==> src/rtl/uart_tx_fifo.sv <==
`default_nettype none
// ============================================================================
// Module   : uart_tx_fifo
// Purpose  : Byte FIFO in front of a UART transmitter. The host pushes bytes;
//            a small drain FSM pops one byte at a time into a held tx_data
//            register and pulses tx_start, then waits for the transmitter's
//            busy handshake, or for a short timeout, before sending the next.
// Ports    : ipclk            - sole clock, rising edge
//            rstn             - asynchronous active-low reset
//            wr_en / wr_data  - host write strobe and byte
//            full / empty     - occupancy flags derived from count
//            overflow/clr_ovf - sticky dropped-write flag and its clear
//            tx_data/tx_start - byte and one-cycle start pulse to transmitter
//            tx_busy          - transmitter is shifting a frame
//            level            - occupancy 0..DEPTH (UART_TX_FIFO_LEVEL_EN only)
// Config   : define UART_TX_FIFO_LEVEL_EN to add the level output port.
// Revision : 1.0 - initial release
// ============================================================================
module uart_tx_fifo #(
  parameter int DEPTH = 8,
  parameter int AW    = 3
) (
  input  logic          ipclk,
  input  logic          rstn,
  input  logic          wr_en,
  input  logic [7:0]    wr_data,
  output logic          full,
  output logic          empty,
  output logic          overflow,
  input  logic          clr_ovf,
  output logic [7:0]    tx_data,
  output logic          tx_start,
`ifdef UART_TX_FIFO_LEVEL_EN
  output logic [AW:0]   level,
`endif
  input  logic          tx_busy
);

  localparam logic [AW:0] C_DEPTH = (AW+1)'(DEPTH);

  typedef enum logic [1:0] {
    IDLE      = 2'd0,
    LOAD      = 2'd1,
    WAIT_BUSY = 2'd2,
    WAIT_DONE = 2'd3
  } state_t;

  logic [7:0]    mem [DEPTH];
  logic [AW-1:0] wr_ptr_q, rd_ptr_q;
  logic [AW:0]   count_q, count_d;
  logic          overflow_q;
  logic [7:0]    tx_data_q;
  logic          tx_start_q, tx_start_d;
  state_t        state_q, state_d;
  logic [1:0]    tmo_q, tmo_d;
  logic          w_push, w_pop, w_empty, w_full;

  assign w_full  = (count_q == C_DEPTH);
  assign w_empty = (count_q == '0);
  // Writes are gated by the full flag at the start of the cycle, so a pop in
  // the same cycle never rescues a write into a full FIFO.
  assign w_push  = wr_en & ~w_full;

  // Drain FSM: next state, pop request and start pulse.
  always_comb begin
    state_d    = state_q;
    tmo_d      = 2'd0;
    tx_start_d = 1'b0;
    w_pop      = 1'b0;
    case (state_q)
      IDLE: begin
        if (!w_empty && !tx_busy) begin
          w_pop      = 1'b1;
          tx_start_d = 1'b1;
          state_d    = LOAD;
        end
      end
      LOAD: state_d = WAIT_BUSY;
      WAIT_BUSY: begin
        // Transmitter never acknowledged: after 4 idle cycles assume sent.
        if (tx_busy) state_d = WAIT_DONE;
        else if (tmo_q == 2'd3) state_d = IDLE;
        else tmo_d = tmo_q + 2'd1;
      end
      WAIT_DONE: begin
        if (!tx_busy) state_d = IDLE;
      end
      default: state_d = IDLE;
    endcase
  end

  always_comb begin
    count_d = count_q;
    case ({w_push, w_pop})
      2'b10:   count_d = count_q + (AW+1)'(1);
      2'b01:   count_d = count_q - (AW+1)'(1);
      default: count_d = count_q;
    endcase
  end

  // Storage array is not reset; occupancy is tracked entirely by count.
  always_ff @(posedge ipclk) begin
    if (w_push) mem[wr_ptr_q] <= wr_data;
  end

  always_ff @(posedge ipclk or negedge rstn) begin
    if (!rstn) begin
      wr_ptr_q   <= '0;
      rd_ptr_q   <= '0;
      count_q    <= '0;
      overflow_q <= 1'b0;
      tx_data_q  <= 8'h00;
      tx_start_q <= 1'b0;
      state_q    <= IDLE;
      tmo_q      <= 2'd0;
    end else begin
      count_q    <= count_d;
      state_q    <= state_d;
      tmo_q      <= tmo_d;
      tx_start_q <= tx_start_d;
      if (w_push) wr_ptr_q <= wr_ptr_q + AW'(1);
      if (w_pop) begin
        rd_ptr_q  <= rd_ptr_q + AW'(1);
        tx_data_q <= mem[rd_ptr_q];
      end
      // A dropped write in the same cycle as a clear keeps the flag set.
      if (wr_en && w_full) overflow_q <= 1'b1;
      else if (clr_ovf)    overflow_q <= 1'b0;
    end
  end

  assign full     = w_full;
  assign empty    = w_empty;
  assign overflow = overflow_q;
  assign tx_data  = tx_data_q;
  assign tx_start = tx_start_q;

`ifdef UART_TX_FIFO_LEVEL_EN
  assign level = count_q;
`endif

endmodule
`default_nettype wire

==> config.mk <==
export PLATFORM = sky130hd
export DESIGN_NAME = uart_tx_fifo
export DESIGN_NICKNAME = d
export VERILOG_FILES = /design/src/rtl/uart_tx_fifo.sv
export SDC_FILE = /design/constraint.sdc
export NUM_CORES = 1
export LEC_CHECK = 0
export CELL_PAD_IN_SITES_DETAIL_PLACEMENT = 1
export CELL_PAD_IN_SITES_GLOBAL_PLACEMENT = 1
export CORE_UTILIZATION = 53
export CTS_BUF_LIST = sky130_fd_sc_hd__clkbuf_8 sky130_fd_sc_hd__clkbuf_16
export DETAILED_ROUTE_END_ITERATION = 16
export PLACE_DENSITY = 0.88
export SYNTH_ARGS = -nofsm -noshare
export SYNTH_HDL_FRONTEND = slang
export SYNTH_SLANG_ARGS = --single-unit
==> constraint.sdc <==
create_clock -name ipclk -period 5.49 [get_ports ipclk]
set_input_delay 0.8235 -clock ipclk [delete_from_list [all_inputs] [get_ports ipclk]]
set_output_delay 0.8235 -clock ipclk [all_outputs]
set_load 0.03 [all_outputs]
# Yosys cells after proc, flatten, opt, wreduce, memory -nomap -nowiden
# Memories as Yosys holds them, arrays and structs flattened. A register that Yosys moved wholly into a read port is not among the register bits.
# Cells that the tools add are included.
[op_classes]
n_mux = 15
n_eq_ne = 10
reduce_logical = 10
addsub = 5
n_bitwise = 2
[op_table]
columns = ["cell", "count"]
rows = [
  ["2-bit two-way mux", 7],
  ["2-bit == test, second input constant", 4],
  ["2-bit one-hot mux with 4 select lines", 1],
  ["4-bit one-hot mux with 2 select lines", 1],
  ["3-bit by 1-bit adder with 3-bit output, second input constant", 2],
  ["1-bit two-way mux", 6],
  ["4-bit by 1-bit adder with 4-bit output, second input constant", 1],
  ["2-bit by 1-bit == test with 1-bit output, second input constant", 2],
  ["4-bit == test, second input constant", 1],
  ["4-bit zero test", 1],
  ["2-bit inequality test, second input constant", 2],
  ["2-bit nonzero test", 2],
  ["4-bit by 1-bit subtractor with 4-bit output, second input constant", 1],
  ["1-bit zero test", 3],
  ["3-bit inequality test, second input constant", 1],
  ["3-bit AND reduction", 1],
  ["2-bit by 1-bit adder with 2-bit output, second input constant", 1],
  ["1-bit logical AND", 2],
  ["2-bit zero test", 1],
  ["1-bit AND", 1],
  ["1-bit NOT", 1],
]
[word_totals]
output_inout_bits = 12
register_bits = 16
elab_cells = 50
ramBits = 64
memories = 1
input_bits = 13
[memory_table]
columns = ["memory", "words", "width", "read_ports", "rd_clocked_by_memory_dff", "write_ports", "line_no", "source"]
rows = [
  ["mem", 8, 8, 1, 1, 1, "48", "logic [7:0] mem [DEPTH];"],
]

# Longest topological paths before layout
[logic_depth]
depth_word = 7
mapped_depth = 11

# Worst setup path after synthesis
# OpenSTA, ideal clock, no wires.
[synth_path]
path_kind = "register -> register"
startpoint = "register count_q[2]"
endpoint = "register count_q[2]"
path_stages_with_launch = 11
required_time_ns = 5.363
path_slack_ns = 2.550
synth_period_minus_slack_ns = 2.940
t_arrival_ns = 2.813
cell_sequence = "dfrtp_1 > nor4_1 > or4_1 > inv_1 > ha_1 > xor2_1 > ha_1 > a21oi_1 > xor2_1 > nor2_1 > xor2_1"
[synth_between]
elab_chain_len = 7
elab_cells_between_ends = 14
classes_between = "add/sub: 2; eq/ne: 3; mux: 3; bitwise: 2; reduce/logical: 4"
[synth_lines]
columns = ["element", "line_no", "source"]
rows = [
  ["start, declared", "50", "logic [AW:0] count_q, count_d;"],
  ["start signal, assigned", "117", "count_q <= count_d;"],
  ["4-bit zero test (*)", "59", "assign w_empty = (count_q == '0);"],
  ["named net empty", "28", "output logic empty,"],
  ["1-bit zero test (*)", "72", "if (!w_empty && !tx_busy) begin"],
  ["1-bit logical AND (*)", "72", ""],
  ["1-bit two-way mux (*) (2 in series)", "n/a", ""],
  ["named net tx_start_d", "53", "logic tx_start_q, tx_start_d;"],
  ["2-bit by 1-bit == test with 1-bit output / 2-bit == test (equally long branches)", "94", "case ({w_push, w_pop})"],
  ["4-bit one-hot mux with 2 select lines / 2-bit nonzero test (equally long branches)", "n/a", ""],
]
# Mark *: on every way through the listed nets, which the timed path passes. The rest lies on a longest branch.
# A chain may end at the register's enable or synchronous reset.

# Worst setup path in the final report
[layout_path]
startpoint = "input tx_busy"
endpoint = "register count_q[2]"
[layout_between]
elab_chain_len = 6
elab_cells_between_ends = 8
classes_between = "eq/ne: 2; mux: 3; reduce/logical: 3"
[layout_lines]
columns = ["element", "line_no", "source"]
rows = [
  ["start, declared", "36", "input logic tx_busy"],
  ["1-bit zero test (*)", "n/a", ""],
  ["1-bit logical AND (*)", "72", ""],
  ["1-bit two-way mux (*) (2 in series)", "n/a", ""],
  ["named net tx_start_d", "53", ""],
  ["2-bit by 1-bit == test with 1-bit output / 2-bit == test (equally long branches)", "94", ""],
  ["4-bit one-hot mux with 2 select lines / 2-bit nonzero test (equally long branches)", "n/a", ""],
]
# Marked as above.

==> out/summary.txt <==
Post-CTS setup buffer count -> 0
CTS Buf Count -> 9
Synth top area cells -> edfxtp_1, dfrtp_1, mux4_2, nand2_1, mux2i_1
Core box area -> 0.00635 sq mm
Grt peak-use layer -> met2
First-pass GRT wire length -> 11300 microns
PortBufs -> 24
Clock-pin slew on the worst setup and hold paths -> 0.09 ns
Die width -> 83.1 microns
Number of global-route vias before repair -> 2048
Cell mode on critical path -> xor2_1
Avg Cell Area, Syn -> 17.4 sq um
First-pass detailed-route iteration total -> 6
Grt total ovfl -> 0
Share of layout cells above drive strength 1 -> 0.150
Remaining DRCs -> 0
H-Tree Level Count -> 3
Predominant post-synthesis flop cell -> edfxtp_1
All-Layer GR Usage -> 0.230
Setup Crit Path Kind -> input port to flip-flop
Synth Register Bits -> 88
Post-synth top area share -> 0.552
ANT nets after route -> 0
Post-CTS Hold Buffers -> 0
Routed wire per std cell -> 22.6 microns
CP startpoint kind -> input port
CP endpoint kind -> flip-flop
Async set-reset flop share out of synthesis -> 0.273
Number of placement rows -> 29
Status -> finished clean
Max incr delay on CP -> 0.91 ns
Post-CTS sizing -> 0
Max FO, Critical Path -> 20
Post-synth EDFFs -> 64
Layout net count -> 247
CTS root buffer -> clkbuf_8
WL final -> 7010 microns
Initial antenna violation count -> 0
Final setup fails -> 0
Die ar. -> 0.00690 sq mm
Detailed placement HPWL -> 4560 microns
Most frequent cells after synthesis -> edfxtp_1, dfrtp_1, nand2_1
WP buf/inv -> 2
Rel. slew slack -> 0.203
Sequential area share after synthesis -> 0.724
# Max-Cap Violations -> 0
Max Buffers Root-to-Sink -> 2
Worst EP required -> 5.72 ns
Overall Power -> 0.00220 W
Syn Nets -> 219
Vias/cell -> 5.76
Final setup skew -> 0.00901 ns
Mapped Area -> 0.00348 sq mm
Post-Route Setup TNS -> 0 ns
CTS tree -> done
Initial Utilization -> 0.549
Pwr dens -> 543 mW/mm^2
Fin crit period -> 3.47 ns
Cell with the most instances after synthesis -> edfxtp_1
Slowest CP cell -> or4_1
Die Y -> 83.1 microns
Critical path, cell by cell -> clkdlybuf4s50_1 > or4_1 > inv_1 > ha_1 > xor2_1 > ha_1 > a21oi_1 > xor2_1 > nor2_1 > xor2_1
Io pins -> 25
Met3 Resource Use GR -> 0.0427
Yosys warnings -> 0
Met1 Usage GRT -> 0.278
ANT cells -> 0
RSZ-0062 raised after global routing -> no
Max Slew Vio Count -> 0
Synth area leader -> edfxtp_1
Worst-Skew Late Latency -> 0.34 ns
Worst Tran Pin Value -> 1.19 ns
Worst hold path type -> flip-flop to flip-flop
CTS sink cnt -> 88
Delay-heaviest family, CP -> simple AND/OR/NAND/NOR gates
Worst path arrival time -> 3.70 ns
Post-layout util -> 0.638
Post-synth cell types -> 29
Met2 usage -> 0.404
Routability cong. -> 0.702
Detailed-route via count -> 1785
Mapped Cells -> 200
Peak supply drop -> 0.000397 V
LEAKAGE -> 1.47 nW
Area Overhead vs Synth -> 16.3%
Largest net degree at the start of global routing -> 25
Iter 0 DRT Violations -> 130
Final period util -> 0.632
Final hold vios -> 0
Fmax -> 288 MHz
==> cell usage in the layout (no fill, tap or decap), types with 2 or more instances in the layout <==
cell             count
xnor2_1              4
nor2_1              10
mux2i_1              8
nand2_1             23
mux4_2              16
nor2b_1              2
inv_1                3
inv_6                2
o21ai_1              8
bufinv_16            4
clkdlybuf4s50_1     24
o21ai_0              3
edfxtp_1            64
dfrtp_1             24
xor2_1               4
a21oi_1              3
nand2b_1             3
ha_1                 6
clkbuf_8             9
==> state kept, by name, summed over array words and instances (netlist names) <==
signal	count
wr_ptr_q	3
rd_ptr_q	3
tmo_q	2
tx_start	1
mem	64
overflow	1
tx_data	8
count_q	4
state_q	2
==> cell type report <==
type / instances / area [sq um]
clock buffer: 9 / 124
multi-input combinational: 101 / 908
tap: 77 / 96.3
timing repair buffer: 25 / 248
inverter: 3 / 11.3
clock inverter: 7 / 141
sequential: 88 / 2520
fill: 545 / 2300
==> report_power, final <==
group,switching (W),internal (W)
Sequential,0.000171,0.000864
Clock,0.000226,0.000350
Combinational,0.000295,0.000293
==> per-layer routing <==
layer	vias to the layer above	share of wire	wire [microns]
met2	46	0.55	3840
li1	810	-	-
met1	921	0.41	2910
met4	0	0.015	108
met3	8	0.022	156
met5	-	0	0
==> metrics by stage <==
stage / instance area [sq um] / hold slack (ns) / worst slack [ns] / std cells
after detailed placement: 3790 / 0.441 / 1.65 / 294
after CTS: 4050 / 0.452 / 2.01 / 310
after global placement: 3790 / 0.434 / 1.91 / 294
after floorplan: 3480 / 0.415 / 2.55 / 200
after global routing: 4050 / 0.486 / 1.91 / 310
final: 4050 / 0.451 / 2.02 / 310
==> worst paths after layout <==
path | startpoint | to | slack, ns | cells past startpoint
max | tx_busy | count_q[2] | 2.02 | 10
min | tmo_q[0] | tmo_q[0] | 0.45 | 1
max reg2reg | count_q[2] | count_q[2] | 2.27 | 10
min reg2reg | tmo_q[0] | tmo_q[0] | 0.45 | 1
max in group asynchronous | rstn | overflow | 3.67 | 1
min in group asynchronous | rstn | rd_ptr_q[2] | 1.10 | 1
==> cell families (layout without fill, tap and decap cells) <==
family | after synthesis | after routing | share of synthesized area
AOI/OAI and AO/OA | 14 | 14 | 0.0201
xor gates and xnor gates | 8 | 8 | 0.0201
adders and majority gates | 6 | 6 | 0.0216
buffers and inverters | 11 | 44 | 0.0165
DFF | 88 | 88 | 0.724
muxes | 25 | 25 | 0.130
and+or+nand+nor | 48 | 48 | 0.0679
Note: power is estimated with default switching activity, not from simulation.
